### src/rtl/fb_bank_scheduler.sv
// Write-port scheduler for a double-buffered framebuffer: merges the SPI stream
// and a clear engine into the back bank and swaps banks on vsync once a frame completes.
module fb_bank_scheduler #(
  parameter int WordWidth = 16,
  parameter int WordCount = 6144,
  localparam int AW = $clog2(WordCount)
) (
  input  logic                 clk,
  input  logic                 rst,
  input  logic [AW-1:0]        spi_addr,
  input  logic [WordWidth-1:0] spi_data,
  input  logic                 spi_wr,
  input  logic                 clear_req,
  input  logic [WordWidth-1:0] clear_color,
  input  logic                 vsync,
  output logic [AW:0]          ram_addr,
  output logic [WordWidth-1:0] ram_data,
  output logic                 ram_wr,
  output logic                 display_bank,
  output logic                 swap,
  output logic                 clear_busy,
  output logic                 frame_pending,
  output logic                 overrun
);

  typedef enum logic [1:0] {
    IDLE    = 2'd0,
    CLEAR   = 2'd1,
    PENDING = 2'd2
  } state_t;

  localparam logic [AW-1:0] LastWord = AW'(WordCount - 1);

  state_t               state, state_n;
  logic [AW-1:0]        cnt, cnt_n;
  logic                 vsync_q;
  logic                 rise;
  logic                 frame_done;
  logic [AW:0]          addr_n;
  logic [WordWidth-1:0] data_n;
  logic                 wr_n;
  logic                 bank_n;
  logic                 swap_n;
  logic                 overrun_n;

  assign rise       = vsync & ~vsync_q;
  assign frame_done = spi_wr && (spi_addr == LastWord);

  always_comb begin
    state_n   = state;
    cnt_n     = cnt;
    addr_n    = ram_addr;
    data_n    = ram_data;
    wr_n      = 1'b0;
    bank_n    = display_bank;
    swap_n    = 1'b0;
    overrun_n = overrun;

    unique case (state)
      IDLE: begin
        if (spi_wr) begin
          wr_n   = 1'b1;
          addr_n = {~display_bank, spi_addr};
          data_n = spi_data;
        end
        if (frame_done) begin
          state_n = PENDING;
        end else if (clear_req) begin
          state_n = CLEAR;
          cnt_n   = '0;
        end
      end

      CLEAR: begin
        if (spi_wr) begin
          // SPI cannot stall, so it steals the slot and the fill counter holds
          wr_n   = 1'b1;
          addr_n = {~display_bank, spi_addr};
          data_n = spi_data;
          if (frame_done) begin
            state_n = PENDING;
            cnt_n   = '0;
          end
        end else begin
          wr_n   = 1'b1;
          addr_n = {~display_bank, cnt};
          data_n = clear_color;
          if (cnt == LastWord) begin
            state_n = IDLE;
            cnt_n   = '0;
          end else begin
            cnt_n = cnt + 1'b1;
          end
        end
      end

      PENDING: begin
        if (spi_wr) begin
          overrun_n = 1'b1;
        end
        if (rise) begin
          bank_n  = ~display_bank;
          swap_n  = 1'b1;
          state_n = IDLE;
        end
      end

      default: begin
        state_n = IDLE;
      end
    endcase
  end

  always_ff @(posedge clk) begin
    if (rst) begin
      state        <= IDLE;
      cnt          <= '0;
      vsync_q      <= 1'b1;
      ram_addr     <= '0;
      ram_data     <= '0;
      ram_wr       <= 1'b0;
      display_bank <= 1'b0;
      swap         <= 1'b0;
      overrun      <= 1'b0;
    end else begin
      state        <= state_n;
      cnt          <= cnt_n;
      vsync_q      <= vsync;
      ram_addr     <= addr_n;
      ram_data     <= data_n;
      ram_wr       <= wr_n;
      display_bank <= bank_n;
      swap         <= swap_n;
      overrun      <= overrun_n;
    end
  end

  assign clear_busy    = (state == CLEAR);
  assign frame_pending = (state == PENDING);

endmodule
### config.mk
export PLATFORM = sky130hd
export DESIGN_NAME = fb_bank_scheduler
export DESIGN_NICKNAME = d
export VERILOG_FILES = /design/src/rtl/fb_bank_scheduler.sv
export SDC_FILE = /design/constraint.sdc
export NUM_CORES = 1
export LEC_CHECK = 0
export ABC_AREA = 1
export ABC_CLOCK_PERIOD_IN_PS = 1300
export CAP_MARGIN = 20
export CORE_MARGIN = 8
export CORE_UTILIZATION = 39
export CTS_BUF_LIST = sky130_fd_sc_hd__clkbuf_8
export CTS_CLUSTER_SIZE = 28
export DETAILED_ROUTE_END_ITERATION = 10
export GPL_ROUTABILITY_DRIVEN = 0
export PLACE_DENSITY_LB_ADDON = 0.12
export SETUP_SLACK_MARGIN = 0.15
export SYNTH_ARGS = -nofsm -noshare
export SYNTH_HDL_FRONTEND = slang
export SYNTH_SLANG_ARGS = --single-unit
### constraint.sdc
create_clock -name clk -period 1.3 [get_ports clk]
set_input_delay 0.26 -clock clk [delete_from_list [all_inputs] [get_ports clk]]
set_output_delay 0.26 -clock clk [all_outputs]
set_load 0.02 [all_outputs]
### Word level (Yosys, flattened, before mapping)

Index checks and enable logic that the tools add are counted.

| storage, ports and cells | value |
|---|---|
| flip-flop bits (word level) | 50 |
| output and inout port bits | 36 |
| word-level logic and storage cells | 56 |

| operators by class | value |
|---|---|
| add/sub/neg operators | 1 |
| eq/ne operators | 11 |
| muxes and demuxes | 22 |
| bitwise logic cells | 4 |
| reduce and logical (&&, ||, !) cells | 9 |

Operators by type and width:

| cell | count |
|---|---|
| 2-to-1 mux 13 bit | 6 |
| 2-to-1 mux 16 bit | 2 |
| one-hot mux 16 bit (2 select lines) | 1 |
| one-hot mux 14 bit (2 select lines) | 1 |
| == test 13 bit (second input constant) | 2 |
| one-hot mux 13 bit (2 select lines) | 1 |
| 2-to-1 mux 14 bit | 1 |
| adder 13 x 1 -> 13 bit (second input constant) | 1 |
| 2-to-1 mux 2 bit | 6 |
| AND reduction 4 bit | 2 |
| != test 2 bit (second input constant) | 3 |
| != test 3 x 2 -> 1 bit (second input constant) | 2 |
| one-hot mux 2 bit (3 select lines) | 1 |
| AND reduction 2 bit | 3 |
| != test 3 bit (second input constant) | 1 |
| inverter 1 bit | 3 |
| == test 2 x 1 -> 1 bit (second input constant) | 1 |
| == test 2 bit (second input constant) | 1 |
| zero test 2 bit | 1 |
| 2-to-1 mux 1 bit | 2 |
| != test 2 x 1 -> 1 bit (second input constant) | 1 |
| one-hot mux 1 bit (2 select lines) | 1 |
| nonzero test 2 bit | 1 |
| OR reduction 2 bit | 1 |
| 2 further kinds | 2 |

### Logic depth before layout (Yosys ltp)

| logic depth | value |
|---|---|
| depth in word-level cells | 5 |
| gate-level depth with buffers | 10 |

### Worst setup path after synthesis

OpenSTA, ideal clock, no wires.

| timing | value |
|---|---|
| path type | flip-flop to flip-flop |
| from | register state[1] |
| to | register display_bank |
| arrival | 1266 ps |
| required time | 1181 ps |
| setup slack | -86 ps |
| stages on the path, launching flop included | 8 |
| buffers on the path | 0 |
| path through | dfxtp_1 > inv_2 > nor2_1 > inv_1 > nor2_1 > inv_1 > o21ai_0 > a21oi_1 |

| on the way | value |
|---|---|
| word-level cells in the longest chain between the ends | 2 |

Ends and longest elaborated chain:

| what | RTL line | source |
|---|---|---|
| start: declaration | 34 | `state_t state, state_n;` |
| start signal: assignment | 126 | `state <= state_n;` |
| == test 2 bit | - |  |
| via frame_pending | 22 | `output logic frame_pending,` |
| AND reduction 2 bit (no line) | - |  |
| end signal: assignment | 132 | `display_bank <= bank_n;` |
| end: declaration | 19 | `output logic display_bank,` |

The timed path passes the listed nets, and every way through them passes these cells.
A chain may end at the register's enable or synchronous reset.

### Final worst setup path

| timing | value |
|---|---|
| from | register state[0] |
| to | register cnt[5] |

| on the way | value |
|---|---|
| word-level cells in the longest chain between the ends | 3 |

Ends and longest elaborated chain:

| what | RTL line | source |
|---|---|---|
| == test 2 x 1 -> 1 bit or zero test 2 bit (tied branches) | 59 | `unique case (state)` |
| != test 3 x 2 -> 1 bit (no line), or another cell as far along | - |  |
| AND reduction 4 bit (no line) | - |  |
| end signal: assignment | 127 | `cnt <= cnt_n;` |
| end: declaration | 35 | `logic [AW-1:0] cnt, cnt_n;` |

Parallel ways exist; a longest one is shown, timed or not.

==> results by group <==
Layout
  • Share of cells above drive strength 1: 0.428
  • Fillers: 454
  • P&R area growth vs syn: 77.2%
  • Nets: 525
  • Layout Cells excl Fill: 549
  • Diode count: 0
  • Sequential cell area: 1020 um2
  • Layout Utilization: 0.712
  • Multi-input logic area: 1510 um2

Drt
  • Drt pass-1 iters: 4
  • Routed Antenna Nets: 0
  • Vias per inst: 5.24
  • Routed wire per std cell: 16.3 um
  • Drc violations: 0
  • Detailed Route Iter0 Violations: 91
  • Routed via count: 2876
  • Routed WL: 8950 um

STA
  • Final Hold Vio Count: 0
  • Setup Skew: 0.0156 ns
  • Final period utilization: 1.08
  • Final Critical Period: 1.41 ns
  • Worst-Margin Slew: 0.243 ns
  • Fmax: 710 MHz
  • Slew Limit Fails: 0
  • RSZ-0062 raised after global routing: yes
  • Final WS setup: -0.109 ns
  • Final setup fails: 28
  • Slew margin rel.: 0.838

Min path
  • Hold depth: 4
  • HP Start: spi_addr[8]
  • Worst hold endpoint: ram_addr[8]
  • HP Class: in2reg

Logic synthesis
  • #FFs+latches synth: 50
  • Ys Warns: 0
  • Sequential share of the synthesized area: 0.423
  • Post-Syn Nets: 381
  • Syn_area_per_cell: 7.17 um2
  • Mapped Area: 2370 um2
  • Yosys cell types: 29
  • Mapped Cells: 330

Clock network
  • Htree depth: 2
  • Clock buffer depth: 2
  • CTS tree: done
  • Clk slew on worst S/H paths: 0.10 ns
  • Inserted Clock Buffers: 5
  • Hold buffers post-CTS: 0
  • Root buf cell: clkbuf_8
  • Num Clock Sinks: 50
  • Skew-Pair Late Insertion Delay: 0.31 ns

Power and ir drop
  • VDD IR max: 0.000973 V
  • P_leak: 1.81 nW
  • Pwr/cell area: 1700 nW/um2

Worst setup path
  • Worst R2R End: cnt[5]
  • Worst R2R Start: state[0]
  • Worst Path Max Fanout: 5
  • Critical Path RT: 1.54 ns
  • Worst Setup Start Kind: register
  • CP Cell Sequence: nand2_4 > buf_6 > nor2_4 > o21ai_4 > nand3_4 > buf_12 > nand2_1 > a21oi_2
  • Critical Path AT: 1.65 ns
  • FF-to-FF setup slack: -0.11 ns
  • Type of destination of the critical path: register
  • Delay-heaviest family, CP: flip-flops
  • Buffers & Inverters on Critical Path: 2
  • Max stage delay on crit path: 0.42 ns
  • R2r worst-path depth: 8
  • Crit path kind: reg2reg
  • Slowest CP cell: dfxtp_2

Job
  • Max cap viols: 0

Global routing
  • Largest net degree at the start of global routing: 20
  • Tot GR Track Use: 0.197
  • Initial antenna violation count: 0
  • Vias in the first global route: 2941
  • First-pass GRT wire length: 14000 um
  • Gr ovfl total: 0

Floorplanning
  • Io pins: 86
  • Starting Density: 0.402
  • Die X: 93.9 um
  • Core Footprint: 5890 um2
  • Die Span Y: 93.9 um
  • Row count: 28
  • Die area: 8820 um2

Placement
  • Dpl ws: -0.539 ns
  • DP Cell Count: 519
  • PortBufs: 85
  • HPWL after detailed placement: 5860 um

Run status
  • Outcome: complete, but fails checks
  • Violated checks: setup timing
what timing repair did:
item                                   CTS  global route
setup endpoints to repair               81            50
gates cloned                             5             0
buffers inserted                        17             1
endpoints found under the hold margin    0             0
pin swaps                               26            13
gates resized for setup                220            44
per-stage QoR:
step | setup TNS [ns] | total power, mW | hold WS (ns) | instance area (um2)
floorplan | 0 | 3.90 | 0.319 | 2460
global placement | -19.78 | 5.51 | 0.449 | 3710
detailed placement | -21.02 | 5.54 | 0.453 | 3710
CTS | -0.319 | 6.87 | 0.401 | 4020
global route | -3.33 | 7.49 | 0.422 | 4190
finish | -1.13 | 7.13 | 0.402 | 4190
power by group:
group	internal, mW	total (mW)	leakage [nW]	switching (mW)
Sequential	1.95	2.21	0.415	0.259
Clock	0.357	0.885	0.0466	0.528
Combinational	1.85	4.04	1.35	2.19
how the worst max path moves through the flow:
stage,slack (ns),endpoint,from,cells past startpoint
after floorplan,0.05,state[1],cnt[1],8
after global placement,-0.45,cnt[9],spi_addr[5],10
after detailed placement,-0.54,cnt[11],spi_addr[4],10
after CTS,-0.03,state[1],cnt[1],8
after global routing,-0.18,cnt[5],spi_addr[11],11
final,-0.11,cnt[5],state[0],8
registers in the layout, summed over array words and instances, names as in the netlist:
signal        cells
overrun           1
vsync_q           1
state             2
ram_wr            1
display_bank      1
swap              1
cnt              13
ram_data         16
ram_addr         14
cells in the mapped netlist:
master	n	share of area
a21oi_1	42	0.089
a21oi_2	1	0.0037
buf_2	7	0.015
buf_4	5	0.016
buf_6	1	0.0048
clkbuf_1	5	0.0079
dfxtp_1	50	0.42
ha_1	1	0.0053
inv_1	25	0.040
inv_2	3	0.0048
nand2_1	57	0.090
nand2_2	2	0.0053
nand3_1	12	0.025
nand3_2	1	0.0042
nand4_1	4	0.011
nor2_1	32	0.051
nor2_2	4	0.011
nor2_4	1	0.0048
nor3_1	2	0.0042
o2111ai_1	1	0.0037
o211ai_1	1	0.0032
o21a_1	1	0.0032
o21ai_0	7	0.015
o21ai_1	30	0.063
o21ai_2	1	0.0037
o22ai_1	29	0.077
or2_2	2	0.0053
xnor2_1	1	0.0037
xor2_1	2	0.0074
cell families after synthesis:
kind of cell,count (synthesis),synth area share
AOI/OAI and AO/OA,113,0.261
xor gates and xnor gates,3,0.0111
adders and majority gates,1,0.00529
buffers and inverters,46,0.0878
DFF,50,0.423
and+or+nand+nor,117,0.212
routing by layer:
metal	track usage	routed length, um	vias up	part of all wire
li1	-	-	1418	-
met1	0.232	3770	1374	0.42
met2	0.349	4640	70	0.52
met3	0.0456	401	14	0.045
met4	0.0476	140	0	0.016
met5	0	0	-	0
area by class of cell:
type / count / share of cell area
Sequential cell: 50 / 0.242
Clock buffer: 5 / 0.0164
Multi-Input combinational cell: 234 / 0.359
Inverter: 28 / 0.0284
Timing Repair Buffer: 155 / 0.330
Clock inverter: 2 / 0.00179
Tap cell: 75 / 0.0224
worst reg2reg max path: cells and delay by family, from the launching register on:
family	cells	cell delay (ns)
flip-flops	1	0.42
AO/OA/AOI/OAI	2	0.23
AND/OR/NAND/NOR	4	0.42
buffers and inverters	2	0.27
cells in the final DEF, fill, tap and decap left out, drive strengths merged, types with 2 or more instances in the layout:
master         synthesis  routed
a21oi                 43      43
xor2                   2       2
clkbuf                 5       5
nor3                   2       2
dlygate4sd2            0      13
o22ai                 29      29
inv                   28      29
or2                    2       2
clkdlybuf4s50          0      35
nand2                 59      59
nand4                  4       4
dfxtp                 50      50
o21ai                 38      38
nor2                  37      37
nand3                 13      13
buf                   13     106
Note: power is estimated with default switching activity, not from simulation.
